[src/rtl/elevator_request_latch.sv]
// Button front end for the elevator controller. Each raw button is synchronised and debounced,
// and each new press sets a sticky request that holds until the controller opens the door at that floor.
module elevator_request_latch #(
  parameter int DEBOUNCE_CYCLES = 4,
  parameter int CNT_W           = 4
) (
  input  logic       clk,
  input  logic       reset,
  input  logic [3:0] f_btn,
  input  logic [2:0] u_btn,
  input  logic [2:0] d_btn,
  input  logic       open,
  input  logic [3:0] DISP,
  output logic       F1,
  output logic       F2,
  output logic       F3,
  output logic       F4,
  output logic       U1,
  output logic       U2,
  output logic       U3,
  output logic       U4,
  output logic       D1,
  output logic       D2,
  output logic       D3,
  output logic       D4,
  output logic [3:0] pending_cnt,
  output logic       any_pending
);

  // Channel order: [3:0] F1..F4, [6:4] U1..U3, [9:7] D2..D4.
  localparam int             NCH     = 10;
  localparam logic [CNT_W-1:0] CNT_MAX = CNT_W'(DEBOUNCE_CYCLES - 1);

  logic [NCH-1:0]   raw;
  logic [NCH-1:0]   s1;
  logic [NCH-1:0]   s2;
  logic [NCH-1:0]   deb;
  logic [NCH-1:0]   deb_d;
  logic [NCH-1:0]   press;
  logic [NCH-1:0]   req;
  logic [NCH-1:0]   svc_ch;
  logic [CNT_W-1:0] cnt [NCH];
  logic [3:0]       svc_floor;
  logic [3:0]       req_count;

  assign raw = {d_btn, u_btn, f_btn};

  // Two-flop synchroniser for the asynchronous button inputs.
  // NOTE: sequential state always uses non-blocking assignments so every flop samples pre-edge values.
  always_ff @(posedge clk or posedge reset) begin
    if (reset) begin
      s1 <= '0;
      s2 <= '0;
    end else begin
      s1 <= raw;
      s2 <= s1;
    end
  end

  // A level change is accepted only once s2 has differed from deb for DEBOUNCE_CYCLES edges in a row.
  // NOTE: the counter array is reset too, because a reset must discard any partially counted debounce.
  always_ff @(posedge clk or posedge reset) begin
    if (reset) begin
      deb   <= '0;
      deb_d <= '0;
      for (int i = 0; i < NCH; i++) cnt[i] <= '0;
    end else begin
      deb_d <= deb;
      for (int i = 0; i < NCH; i++) begin
        if (s2[i] == deb[i]) begin
          cnt[i] <= '0;
        end else if (cnt[i] == CNT_MAX) begin
          deb[i] <= s2[i];
          cnt[i] <= '0;
        end else begin
          cnt[i] <= cnt[i] + CNT_W'(1);
        end
      end
    end
  end

  assign press = deb & ~deb_d;

  // A floor is serviced while the door is open and DISP shows that floor's even code.
  // NOTE: every variable written in always_comb gets a default first, so no latch is inferred.
  always_comb begin
    svc_floor = '0;
    for (int k = 0; k < 4; k++) begin
      svc_floor[k] = open && (DISP == 4'(2 * (k + 1)));
    end
  end

  assign svc_ch = {svc_floor[3:1], svc_floor[2:0], svc_floor[3:0]};

  // Service wins over a simultaneous press, so a passenger already being served is not re-latched.
  always_ff @(posedge clk or posedge reset) begin
    if (reset) req <= '0;
    else       req <= (req | press) & ~svc_ch;
  end

  always_comb begin
    req_count = '0;
    for (int i = 0; i < NCH; i++) begin
      req_count = req_count + 4'(req[i]);
    end
  end

  always_ff @(posedge clk or posedge reset) begin
    if (reset) pending_cnt <= '0;
    else       pending_cnt <= req_count;
  end

  assign any_pending = |pending_cnt;

  assign F1 = req[0];
  assign F2 = req[1];
  assign F3 = req[2];
  assign F4 = req[3];
  assign U1 = req[4];
  assign U2 = req[5];
  assign U3 = req[6];
  assign U4 = 1'b0;
  assign D1 = 1'b0;
  assign D2 = req[7];
  assign D3 = req[8];
  assign D4 = req[9];

endmodule

[config.mk]
export PLATFORM = sky130hd
export DESIGN_NAME = elevator_request_latch
export DESIGN_NICKNAME = d
export VERILOG_FILES = /design/src/rtl/elevator_request_latch.sv
export SDC_FILE = /design/constraint.sdc
export NUM_CORES = 1
export LEC_CHECK = 0
export ABC_AREA = 1
export CORE_MARGIN = 3
export CORE_UTILIZATION = 40
export CTS_CLUSTER_DIAMETER = 80
export CTS_CLUSTER_SIZE = 14
export DETAILED_ROUTE_END_ITERATION = 6
export PLACE_DENSITY = 0.67
export SLEW_MARGIN = 5
export SYNTH_ARGS = -nofsm -noshare
export SYNTH_HDL_FRONTEND = slang
export SYNTH_SLANG_ARGS = --single-unit
export TNS_END_PERCENT = 50
[constraint.sdc]
create_clock -name clk -period 3.4 [get_ports clk]
set_clock_uncertainty 0.1 [all_clocks]
set_input_delay 0.85 -clock clk [delete_from_list [all_inputs] [get_ports clk]]
set_output_delay 0.85 -clock clk [all_outputs]
set_load 0.1 [all_outputs]
# [After elaboration in Yosys (flattened, before gate mapping)]
# Cells that the tools add are included.
[word_totals] ff_bits=94 inputBits=17 output_inout_bits=17 wordCells=118
[classes] add_sub_neg=19 eq_ne=24 mux=20 bitwise=15 reduce_logical=15
[ops] op="$mux W4" count=20
[ops] op="$eq A4 B2 Y1 const B" count=11
[ops] op="$add A4 B1 Y4 const B" count=10
[ops] op="$add A4 B1 Y4" count=6
[ops] op="$and A10 B10 Y10" count=2
[ops] op="$not A10 Y10" count=2
[ops] op="$reduce_and A2 Y1" count=10
[ops] op="$eq A1 B1 Y1" count=10
[ops] op="$not A1 Y1" count=10
[ops] op="$or A10 B10 Y10" count=1
[ops] op="$eq A4 B3 Y1 const B" count=2
[ops] op="$add A3 B1 Y4" count=1
[ops] op="$eq A4 B4 Y1 const B" count=1
[ops] op="$logic_and A1 B1 Y1" count=4
[ops] op="$reduce_or A4 Y1" count=1
[ops] op="$add A2 B1 Y3" count=1
[ops] op="$add A1 B1 Y2" count=1

# [Depth between registers and ports, before layout]
# Gate-level depths: netlist (run 1).
[depth] word_depth=9 ltp_mapped=9 depth_no_buf=9

# [Worst setup path before layout (run 1)]
# Ideal clock, no wire load.
[synth_timing] path_type="reg2reg" from="register req[0]" to="register pending_cnt[2]" setup_ns=0.124 arrival_time_ns=3.293 required_ns=3.176 path_slack_ns=-0.116 stages_incl_launch_ff=10 n_path_buf=0 period_less_slack_ns=3.516 cell_sequence="dfrtp_1 > inv_1 > fa_1 > fa_1 > fa_1 > inv_1 > ha_1 > inv_1 > fa_1 > xor2_1"
[synth_via] elab_chain_cells=9
[synth_lines] element="start, declared" line_no="40" rtl="logic [NCH-1:0] req;"
[synth_lines] element="start signal, assigned" line_no="98" rtl="else req <= (req | press) & ~svc_ch;"
[synth_lines] element="$add A1 B1 Y2" line_no="104" rtl="req_count = req_count + 4'(req[i]);"
[synth_lines] element="$add A2 B1 Y3" line_no="104"
[synth_lines] element="$add A3 B1 Y4" line_no="104"
[synth_lines] element="$add A4 B1 Y4 (6 in a row)" line_no="104"
[synth_lines] element="via req_count[2]" line_no="44" rtl="logic [3:0] req_count;"
[synth_lines] element="end signal, assigned" line_no="110" rtl="else pending_cnt <= req_count;"
[synth_lines] element="end, declared" line_no="26" rtl="output logic [3:0] pending_cnt,"
# The timed path passes the listed nets, and every way through them passes these cells.
# A chain may end at the register's enable or synchronous reset.

# [Worst setup path in the final report (run 1)]
[layout_timing] from="register req[5]" to="register pending_cnt[2]"
[layout_via] elab_chain_cells=5
[layout_lines] element="$add A4 B1 Y4 (5 in a row)" line_no="104"
[layout_lines] element="via req_count[2]" line_no="44"
# The timed path passes the listed nets, and every way through them passes these cells.

==> results of run 1 <==
## layout make-up
type                    count  area (um^2)
fillers                   885         4750
flip-flops and latches     94         2350
multi-input cells         238         1290
repair buffers             33          300
inverters                  50          191
well taps                 129          161
clock buffers               9          124
clock inverters             7          106
## path summary, 6_finish.rpt
kind                                        to  slack (ns)  cells after the start   start
worst max-delay path            pending_cnt[2]        0.44                      9  req[5]
worst min-delay path                     s2[6]        0.26                      0   s1[6]
worst max register to register  pending_cnt[2]        0.44                      9  req[5]
worst min register to register           s2[6]        0.26                      0   s1[6]
max in group asynchronous              cnt[10]        1.68                      3   reset
min in group asynchronous              cnt[18]        0.76                      2   reset
## worst max-delay path, delay by kind of cell (launching register included)
kind | cells | cell delay (ns)
XOR/XNOR | 1 | 0.17
flip-flops | 1 | 0.43
adder cells (fa/ha/maj) | 5 | 1.99
buffers and inverters | 3 | 0.18
## power by group through the flow
stage	registers [mW]	clock network, mW	logic [mW]
2_1_floorplan	2.04	0	0.780
3_3_place_gp	1.65	0	1.46
3_5_place_dp	1.67	0	1.52
4_1_cts	1.65	0.867	1.53
5_1_grt	1.69	0.921	1.72
6_report	1.65	0.833	1.51
## cells by family (layout without fill, tap and decap cells)
family / after synthesis / count (layout) / share of synthesized area [%]
and+or+nand+nor: 187 / 187 / 20.8
AOI/OAI and AO/OA: 21 / 21 / 3.32
buffers and inverters: 52 / 99 / 5.27
adders and majority gates: 18 / 18 / 7.03
DFF: 94 / 94 / 61.2
xor gates and xnor gates: 10 / 10 / 2.28
other: 1 / 2 / 0.0975
## metrics by stage
stage / hold slack, ns / setup WS [ns] / util (%) / instance area [um^2]
5_1_grt: 0.265 / 0.332 / 48.8 / 4530
3_3_place_gp: 0.233 / 0.507 / 46.3 / 4300
2_1_floorplan: 0.231 / -0.0877 / - / 3850
6_report: 0.255 / 0.442 / 48.8 / 4530
4_1_cts: 0.258 / 0.434 / 48.8 / 4530
3_5_place_dp: 0.236 / 0.458 / 46.3 / 4300
## per-layer routing
layer  routed length, um  up-vias  global-route usage (%)
li1                    -     1261                       -
met1                2880     1172                    15.7
met2                2810       53                    20.0
met3                 413       14                    5.90
met4                 155        0                    5.89
met5                   0        -                       0
## registers in the layout, indices dropped and copies added (netlist names)
register,cells
cnt,40
deb,10
deb_d,10
pending_cnt,4
req,10
s1,10
s2,10
## cells in the final DEF, fill, tap and decap left out, types with 2 or more instances in the layout
master            n
nor2_2            5
clkbuf_8          9
clkinvlp_4        3
nand2_1          67
nand4_1          10
buf_4            16
a21oi_1           2
bufinv_16         2
nand2_2          18
nand3_1          13
nor2_1           74
inv_8             2
clkdlybuf4s50_1  16
dfrtp_1          93
xnor2_1           9
ha_1             12
o21ai_1          10
a21boi_0          9
fa_1              6
conb_1            2
inv_1            48
==> flow_metrics.py, run 1 <==
metrics = {
    "timing": {
        "maxSlewViolCount": 0,
        "finalSetupViolations": 0,
        "finalHoldViolCount": 0,
        "rsz0062_at_grt": "no",
        "relSlewSlack_pct": 65.6,
        "fmax_mhz": 338,
        "finalCriticalPeriod_ns": 2.96,
        "tns_ns": 0,
        "tightest_slew_ns": 0.515,
        "fin_crit_sh_pct": 87.0,
    },
    "logic_synthesis": {
        "yosys.area.top_type_share_pct": 61.2,
        "netlist_top_cells_area": "dfrtp_1 (61%), nor2_1 (7.2%), nand2_1 (6.5%)",
        "synth_flop_cell": "dfrtp_1",
        "ys_async_sr_fraction_pct": 100,
        "synthMostInstantiatedCell": "dfrtp_1",
        "yosysWarnings": 0,
        "synth_enable_flop_cells": 0,
        "ys_ff_latch": 94,
        "synthCells": 383,
        "synth_top_cells_by_count": "dfrtp_1 (94), nor2_1 (74), nand2_1 (67)",
        "yosys.area.top_type": "dfrtp_1",
        "syn_area_um2": 3840,
        "ys_types": 18,
        "ys_seq_area_share_pct": 61.2,
        "syn_avg_cell_area_um2": 10.0,
    },
    "critical_path": {
        "path_class": "flop to flop",
        "crit_top_cell": "fa_1",
        "arrival_ns": 3.12,
        "slowest_delay_ns": 0.54,
        "path_cells": "fa_1, inv_1, fa_1, fa_1, inv_1, ha_1, inv_1, fa_1, xor2_1",
        "cp-start-kind": "flop",
        "cp_slowest_cell": "fa_1",
        "crit_path_max_fanout": 3,
        "required_ns": 3.56,
        "endpoint_kind": "flop",
    },
    "route": {
        "finalWirelength_um": 6260,
        "drc": 0,
        "vias_per_cell": 4.46,
        "vias": 2500,
        "firstDrtPassIters": 5,
        "dr.first_iter.drc_count": 71,
        "wl_per_cell_um": 11.2,
        "postRouteAntennaNets": 0,
    },
    "placed_design": {
        "gp_congestion": 0.753,
        "numPortBuffers": 31,
        "hpwlAfterDp_um": 4550,
        "dpl.cell_count": 544,
    },
    "global_routing": {
        "grt_pass1_vias": 2548,
        "track_usage_pct": 13.0,
        "globalRouteOverflowTotal": 0,
        "grt_max_degree": 41,
        "antenna_found_initial": 0,
        "grt_pass1_wl_um": 11200,
    },
    "clocking": {
        "cts.clk_slew.worst_paths_ns": 0.09,
        "ctsHoldBuffers": 0,
        "cts_resized": 0,
        "cts-root-buf": "clkbuf_8",
        "htree_levels": 3,
        "cts.path.max_buffers": 2,
        "clkSinkCount": 94,
        "cts-buffers-inserted": 9,
        "cts_setup_buffers": 0,
        "cts_tree": "built",
        "clk_latency_ns": 0.37,
    },
    "layout": {
        "final_cells": 560,
        "drive_gt1_share_pct": 13.7,
        "final_nets": 461,
        "area_growth_pct": 17.8,
        "antenna_cells": 0,
    },
    "die": {
        "pin_count": 34,
        "core.rowCount": 35,
        "die-area_um2": 10800,
        "core_um2": 9280,
        "die_w_um": 104,
        "start_util_pct": 41.4,
        "die_h_um": 104,
    },
    "pwr": {
        "total_power_mw": 3.99,
        "swShare_pct": 41.6,
        "power.internal_mw": 2.33,
        "power_frac_comb_pct": 37.8,
        "sequentialPowerShare_pct": 41.3,
        "p_sw_mw": 1.66,
        "ir_drop_mv": 0.418,
        "clock_power_share_pct": 20.9,
        "p_leak_nw": 2.23,
        "powerDensity_nw_per_um2": 880,
    },
    "job": {
        "maxCapViolations": 0,
    },
    "status": {
        "status": "finished clean",
    },
    "hold_path": {
        "hp-class": "flop to flop",
    },
}
Note: power is estimated with default switching activity, not from simulation.
==> run 2, diff against run 1 <==
--- a/config.mk
+++ b/config.mk
@@ -12,5 +12,5 @@
 export CTS_CLUSTER_SIZE = 14
 export DETAILED_ROUTE_END_ITERATION = 6
-export PLACE_DENSITY = 0.67
+export PLACE_DENSITY = 0.65
 export SLEW_MARGIN = 5
 export SYNTH_ARGS = -nofsm -noshare
==> constraint.sdc (replaced) <==
create_clock -name clk -period 3.6 [get_ports clk]
set_clock_uncertainty 0.1 [all_clocks]
set_input_delay 0.9 -clock clk [delete_from_list [all_inputs] [get_ports clk]]
set_output_delay 0.9 -clock clk [all_outputs]
set_load 0.01 [all_outputs]
==> run 2 against run 1 <==
  * Clock power fell by 12%
  * Worst hold slack worse by 0.0088 ns
  * Sequential share of layout area shrank 0.20 points
  * Sequential power is 6% lower
  * Sequential cell count did not move
  * Die area is the same
  * Total power is 18% lower
  * Critical endpoint unchanged
  * Largest power group unchanged
==> flow_metrics.py, run 2 (synthesis results as in run 1) <==
metrics = {
    "timing": {
        "rsz0062_at_grt": "no",
        "finalHoldViolCount": 0,
        "maxSlewViolCount": 0,
        "tightest_slew_ns": 0.592,
        "fin_crit_sh_pct": 81.6,
        "tns_ns": 0,
        "finalCriticalPeriod_ns": 2.94,
        "whs_ns": 0.246,
        "finalSetupViolations": 0,
        "fmax_mhz": 340,
        "relSlewSlack_pct": 60.5,
    },
    "pwr": {
        "sequentialPowerShare_pct": 47.2,
        "power.internal_mw": 2.20,
        "powerDensity_nw_per_um2": 723,
        "power_frac_comb_pct": 30.4,
        "total_power_mw": 3.29,
        "clock_power_share_pct": 22.4,
        "swShare_pct": 33.1,
        "p_leak_nw": 2.22,
        "p_sw_mw": 1.09,
        "ir_drop_mv": 0.303,
    },
    "die": {
        "start_util_pct": 41.4,
        "die_w_um": 104,
        "pin_count": 34,
        "core.rowCount": 35,
        "die-area_um2": 10800,
        "core_um2": 9280,
        "die_h_um": 104,
    },
    "route": {
        "postRouteAntennaNets": 0,
        "vias": 2481,
        "finalWirelength_um": 5980,
        "wl_per_cell_um": 10.7,
        "drc": 0,
        "vias_per_cell": 4.44,
        "firstDrtPassIters": 4,
        "dr.first_iter.drc_count": 78,
    },
    "hold_path": {
        "hp-class": "flop to flop",
        "min_path_cells": 0,
    },
    "layout": {
        "drive_gt1_share_pct": 9.53,
        "top_register": "cnt",
        "fillers": 853,
        "layout_common_cells": "dfrtp_1 (94), nor2_1 (74), nand2_1 (67)",
        "area_growth_pct": 18.2,
        "final_nets": 461,
        "layout_commonest_cell": "dfrtp_1",
        "largest_reg_flops": 40,
        "antenna_cells": 0,
    },
    "critical_path": {
        "path_class": "flop to flop",
        "crit_family": "adder cells",
        "slowest_delay_ns": 0.55,
        "cp_num_buf_inv": 3,
        "path_cells": "fa_1, inv_1, fa_1, fa_1, inv_1, ha_1, inv_1, fa_1, xor2_1",
        "reg2reg_depth": 9,
        "crit_path_max_fanout": 3,
        "endpoint_kind": "flop",
        "crit_cells": 9,
        "cp_slowest_cell": "fa_1",
        "required_ns": 3.74,
        "cp-start-kind": "flop",
        "crit_top_cell": "fa_1",
        "arrival_ns": 3.08,
    },
    "global_routing": {
        "globalRouteOverflowTotal": 0,
        "antenna_found_initial": 0,
        "grt_pass1_wl_um": 11200,
        "track_usage_pct": 12.8,
        "grt_max_degree": 44,
        "grt_pass1_vias": 2580,
    },
    "clocking": {
        "cts.clk_slew.worst_paths_ns": 0.08,
        "htree_levels": 3,
        "cts.path.max_buffers": 2,
        "cts-root-buf": "clkbuf_8",
        "cts-buffers-inserted": 9,
        "cts_tree": "built",
        "cts_setup_buffers": 0,
        "clkSinkCount": 94,
        "ctsHoldBuffers": 0,
        "cts_resized": 0,
        "clk_latency_ns": 0.35,
    },
    "placed_design": {
        "gp_congestion": 0.772,
        "hpwlAfterDp_um": 4530,
        "numPortBuffers": 31,
    },
    "status": {
        "status": "finished clean",
    },
    "job": {
        "maxCapViolations": 0,
    },
}
run 2: changes by cell type in the layout (fill, tap and decap cells not counted), sizes merged:
cell           delta
buf              -15
clkbuf            +1
clkdlybuf4s50    +15
clkinvlp          -1
inv               -1
run 2: metal layers:
metal | wire [um] | up-vias | track usage, %
met3 | 397 | 10 | 5.28
li1 | - | 1264 | -
met1 | 2570 | 1176 | 14.4
met2 | 2900 | 31 | 21.5
met4 | 116 | 0 | 5.13
met5 | 0 | - | 0
run 2: power groups by stage:
| stage | clock network, mW | registers (mW) | logic [mW] |
|---|---|---|---|
| after detailed placement | 0 | 1.58 | 1.02 |
| after global routing | 0.809 | 1.60 | 1.20 |
| final | 0.737 | 1.55 | 0.998 |
| after floorplan | 0 | 1.55 | 0.709 |
| after CTS | 0.774 | 1.56 | 1.03 |
| after global placement | 0 | 1.56 | 0.998 |
run 2: final timing paths:
kind,startpoint,end,slack [ns]
hold reg to reg,s1[4],s2[4],0.25
setup / recovery,req[5],pending_cnt[2],0.66
hold / removal,s1[4],s2[4],0.25
max in group asynchronous,reset,deb[9],1.94
min in group asynchronous,reset,s1[0],0.82
setup reg to reg,req[5],pending_cnt[2],0.66
run 2: stage by stage:
step	setup slack [ns]	instances	instance area [um^2]	util (%)
final	0.663	559	4550	49.0
after global routing	0.520	559	4550	49.0
after CTS	0.638	559	4550	49.0
after detailed placement	0.651	544	4330	46.7
after global placement	0.698	544	4330	46.7
after floorplan	0.151	384	3850	-
run 2: cell type report:
cell class | instances | area [um^2] | area share, %
Timing Repair Buffer | 33 | 338 | 7.43
Multi-Input combinational cell | 238 | 1290 | 28.5
Tap cell | 129 | 161 | 3.55
Sequential cell | 94 | 2350 | 51.7
Clock buffer | 10 | 128 | 2.81
Clock inverter | 5 | 83.8 | 1.84
Inverter | 50 | 189 | 4.16
==> run 3, diff against run 2 <==
Clock period 3.6 ns to 2.9 ns, I/O delays scaled along.
==> run 3 against run 2 <==
  * The run now ends with setup timing left
  * Cell count increased by 1.4%
  * Non-clock buffer count is 7 higher
  * Global-route usage is 0.16 points lower
  * Via count up 0.24%
  * Register-to-register slack got worse by 0.68 ns
  * Largest power group unchanged
  * Highest routed layer unchanged
==> flow_metrics.py, run 3 (synthesis results as in run 1) <==
metrics = {
    "critical_path": {
        "arrival_ns": 3.06,
        "cp-start-kind": "flop",
        "path_cells": "fa_1, inv_2, fa_1, fa_1, inv_2, ha_4, inv_2, fa_2, inv_2",
        "slowest_delay_ns": 0.55,
        "cp_slowest_cell": "fa_1",
        "crit_path_max_fanout": 2,
        "required_ns": 3.05,
        "path_class": "flop to flop",
        "crit_top_cell": "inv_2",
        "endpoint_kind": "flop",
    },
    "clocking": {
        "cts.clk_slew.worst_paths_ns": 0.09,
        "clkSinkCount": 94,
        "cts_tree": "built",
        "cts.path.max_buffers": 2,
        "htree_levels": 3,
        "cts-buffers-inserted": 9,
        "ctsHoldBuffers": 0,
        "clk_latency_ns": 0.35,
        "cts-root-buf": "clkbuf_8",
    },
    "die": {
        "core.rowCount": 35,
        "die_h_um": 104,
        "pin_count": 34,
        "die-area_um2": 10800,
        "start_util_pct": 41.4,
        "die_w_um": 104,
        "core_um2": 9280,
    },
    "placed_design": {
        "gp_congestion": 0.738,
        "numPortBuffers": 31,
        "hpwlAfterDp_um": 4410,
    },
    "route": {
        "wl_per_cell_um": 10.6,
        "firstDrtPassIters": 5,
        "vias_per_cell": 4.39,
        "postRouteAntennaNets": 0,
        "drc": 0,
        "finalWirelength_um": 6020,
        "dr.first_iter.drc_count": 102,
        "vias": 2487,
    },
    "layout": {
        "layout_commonest_cell": "dfrtp_1",
        "top_register": "cnt",
        "drive_gt1_share_pct": 12.6,
        "final_nets": 468,
        "fin_util_pct": 49.3,
        "antenna_cells": 0,
        "area_growth_pct": 19.1,
        "largest_reg_flops": 40,
        "layout_common_cells": "dfrtp_1 (94), nor2_1 (74), nand2_1 (67)",
    },
    "timing": {
        "maxSlewViolCount": 0,
        "rsz0062_at_grt": "yes",
        "finalSetupViolations": 1,
        "finalHoldViolCount": 0,
        "whs_ns": 0.253,
        "worst_slack_ns": -0.0145,
        "finalCriticalPeriod_ns": 2.91,
        "fin_crit_sh_pct": 101,
        "fmax_mhz": 343,
    },
    "global_routing": {
        "globalRouteOverflowTotal": 0,
        "grt_pass1_wl_um": 11100,
        "grtUsageMet1_pct": 15.5,
        "grt_max_degree": 95,
        "use_met2_pct": 20.5,
        "antenna_found_initial": 0,
        "grt.busiest_layer": "met2",
        "track_usage_pct": 12.6,
        "grt_pass1_vias": 2632,
        "met3_usage_pct": 3.85,
    },
    "status": {
        "status": "finished, violations left",
        "failed_checks": "setup timing",
    },
    "pwr": {
        "powerDensity_nw_per_um2": 904,
        "ir_drop_mv": 0.412,
        "total_power_mw": 4.14,
        "p_leak_nw": 2.22,
    },
    "hold_path": {
        "hp-class": "flop to flop",
    },
    "job": {
        "maxCapViolations": 0,
    },
}
## run 3: repair_timing
| item | CTS | global route |
|---|---|---|
| setup endpoints to repair | 2 | 2 |
| pin swaps | 0 | 1 |
| gates resized for setup | 3 | 4 |
| setup buffers | 1 | 1 |
| endpoints found under the hold margin | 0 | 0 |
## run 3: layer usage
layer	vias to the layer above	routed length, um
li1	1273	-
met1	1166	2870
met2	38	2810
met3	10	233
met4	0	113
met5	-	0
## run 3: critical path: cells and delay by family (launching register included)
family     cells  cell delay (ns)
buf+inv        4             0.19
fa+ha+maj      5             2.12
flops          1             0.41
## run 3: final timing paths
check | from | to | slack (ns) | depth (start not counted)
min | s1[9] | s2[9] | 0.25 | 0
max in group asynchronous | reset | cnt[27] | 1.58 | 3
min in group asynchronous | reset | s1[0] | 0.74 | 3
min reg2reg | s1[9] | s2[9] | 0.25 | 0
max reg2reg | req[5] | pending_cnt[1] | -0.01 | 9
max | req[5] | pending_cnt[1] | -0.01 | 9
## run 3: area by class of cell
| type | count | area [um^2] |
|---|---|---|
| inverter | 50 | 191 |
| sequential | 94 | 2350 |
| tap | 129 | 161 |
| clock inverter | 5 | 35.0 |
| multi-input combinational | 238 | 1310 |
| fill | 852 | 4700 |
| timing repair buffer | 40 | 390 |
| clock buffer | 11 | 141 |
## run 3: metrics by stage
stage	cells	instance area, um^2	setup slack (ns)	TNS [ns]
3_3_place_gp	549	4370	0.0186	0
6_report	567	4580	-0.0145	-0.0145
4_1_cts	566	4560	-0.0395	-0.0395
3_5_place_dp	549	4370	-0.0482	-0.0544
5_1_grt	567	4580	-0.0987	-0.123
2_1_floorplan	384	3850	0.0228	0
## run 3: power breakdown
| part | switching [mW] | leakage [nW] | total, mW | internal, mW |
|---|---|---|---|---|
| clock network | 0.433 | 0.0776 | 0.767 | 0.333 |
| registers | 0.255 | 1.17 | 1.92 | 1.66 |
| logic | 0.748 | 0.973 | 1.46 | 0.707 |
| total | 1.44 | 2.22 | 4.14 | 2.70 |
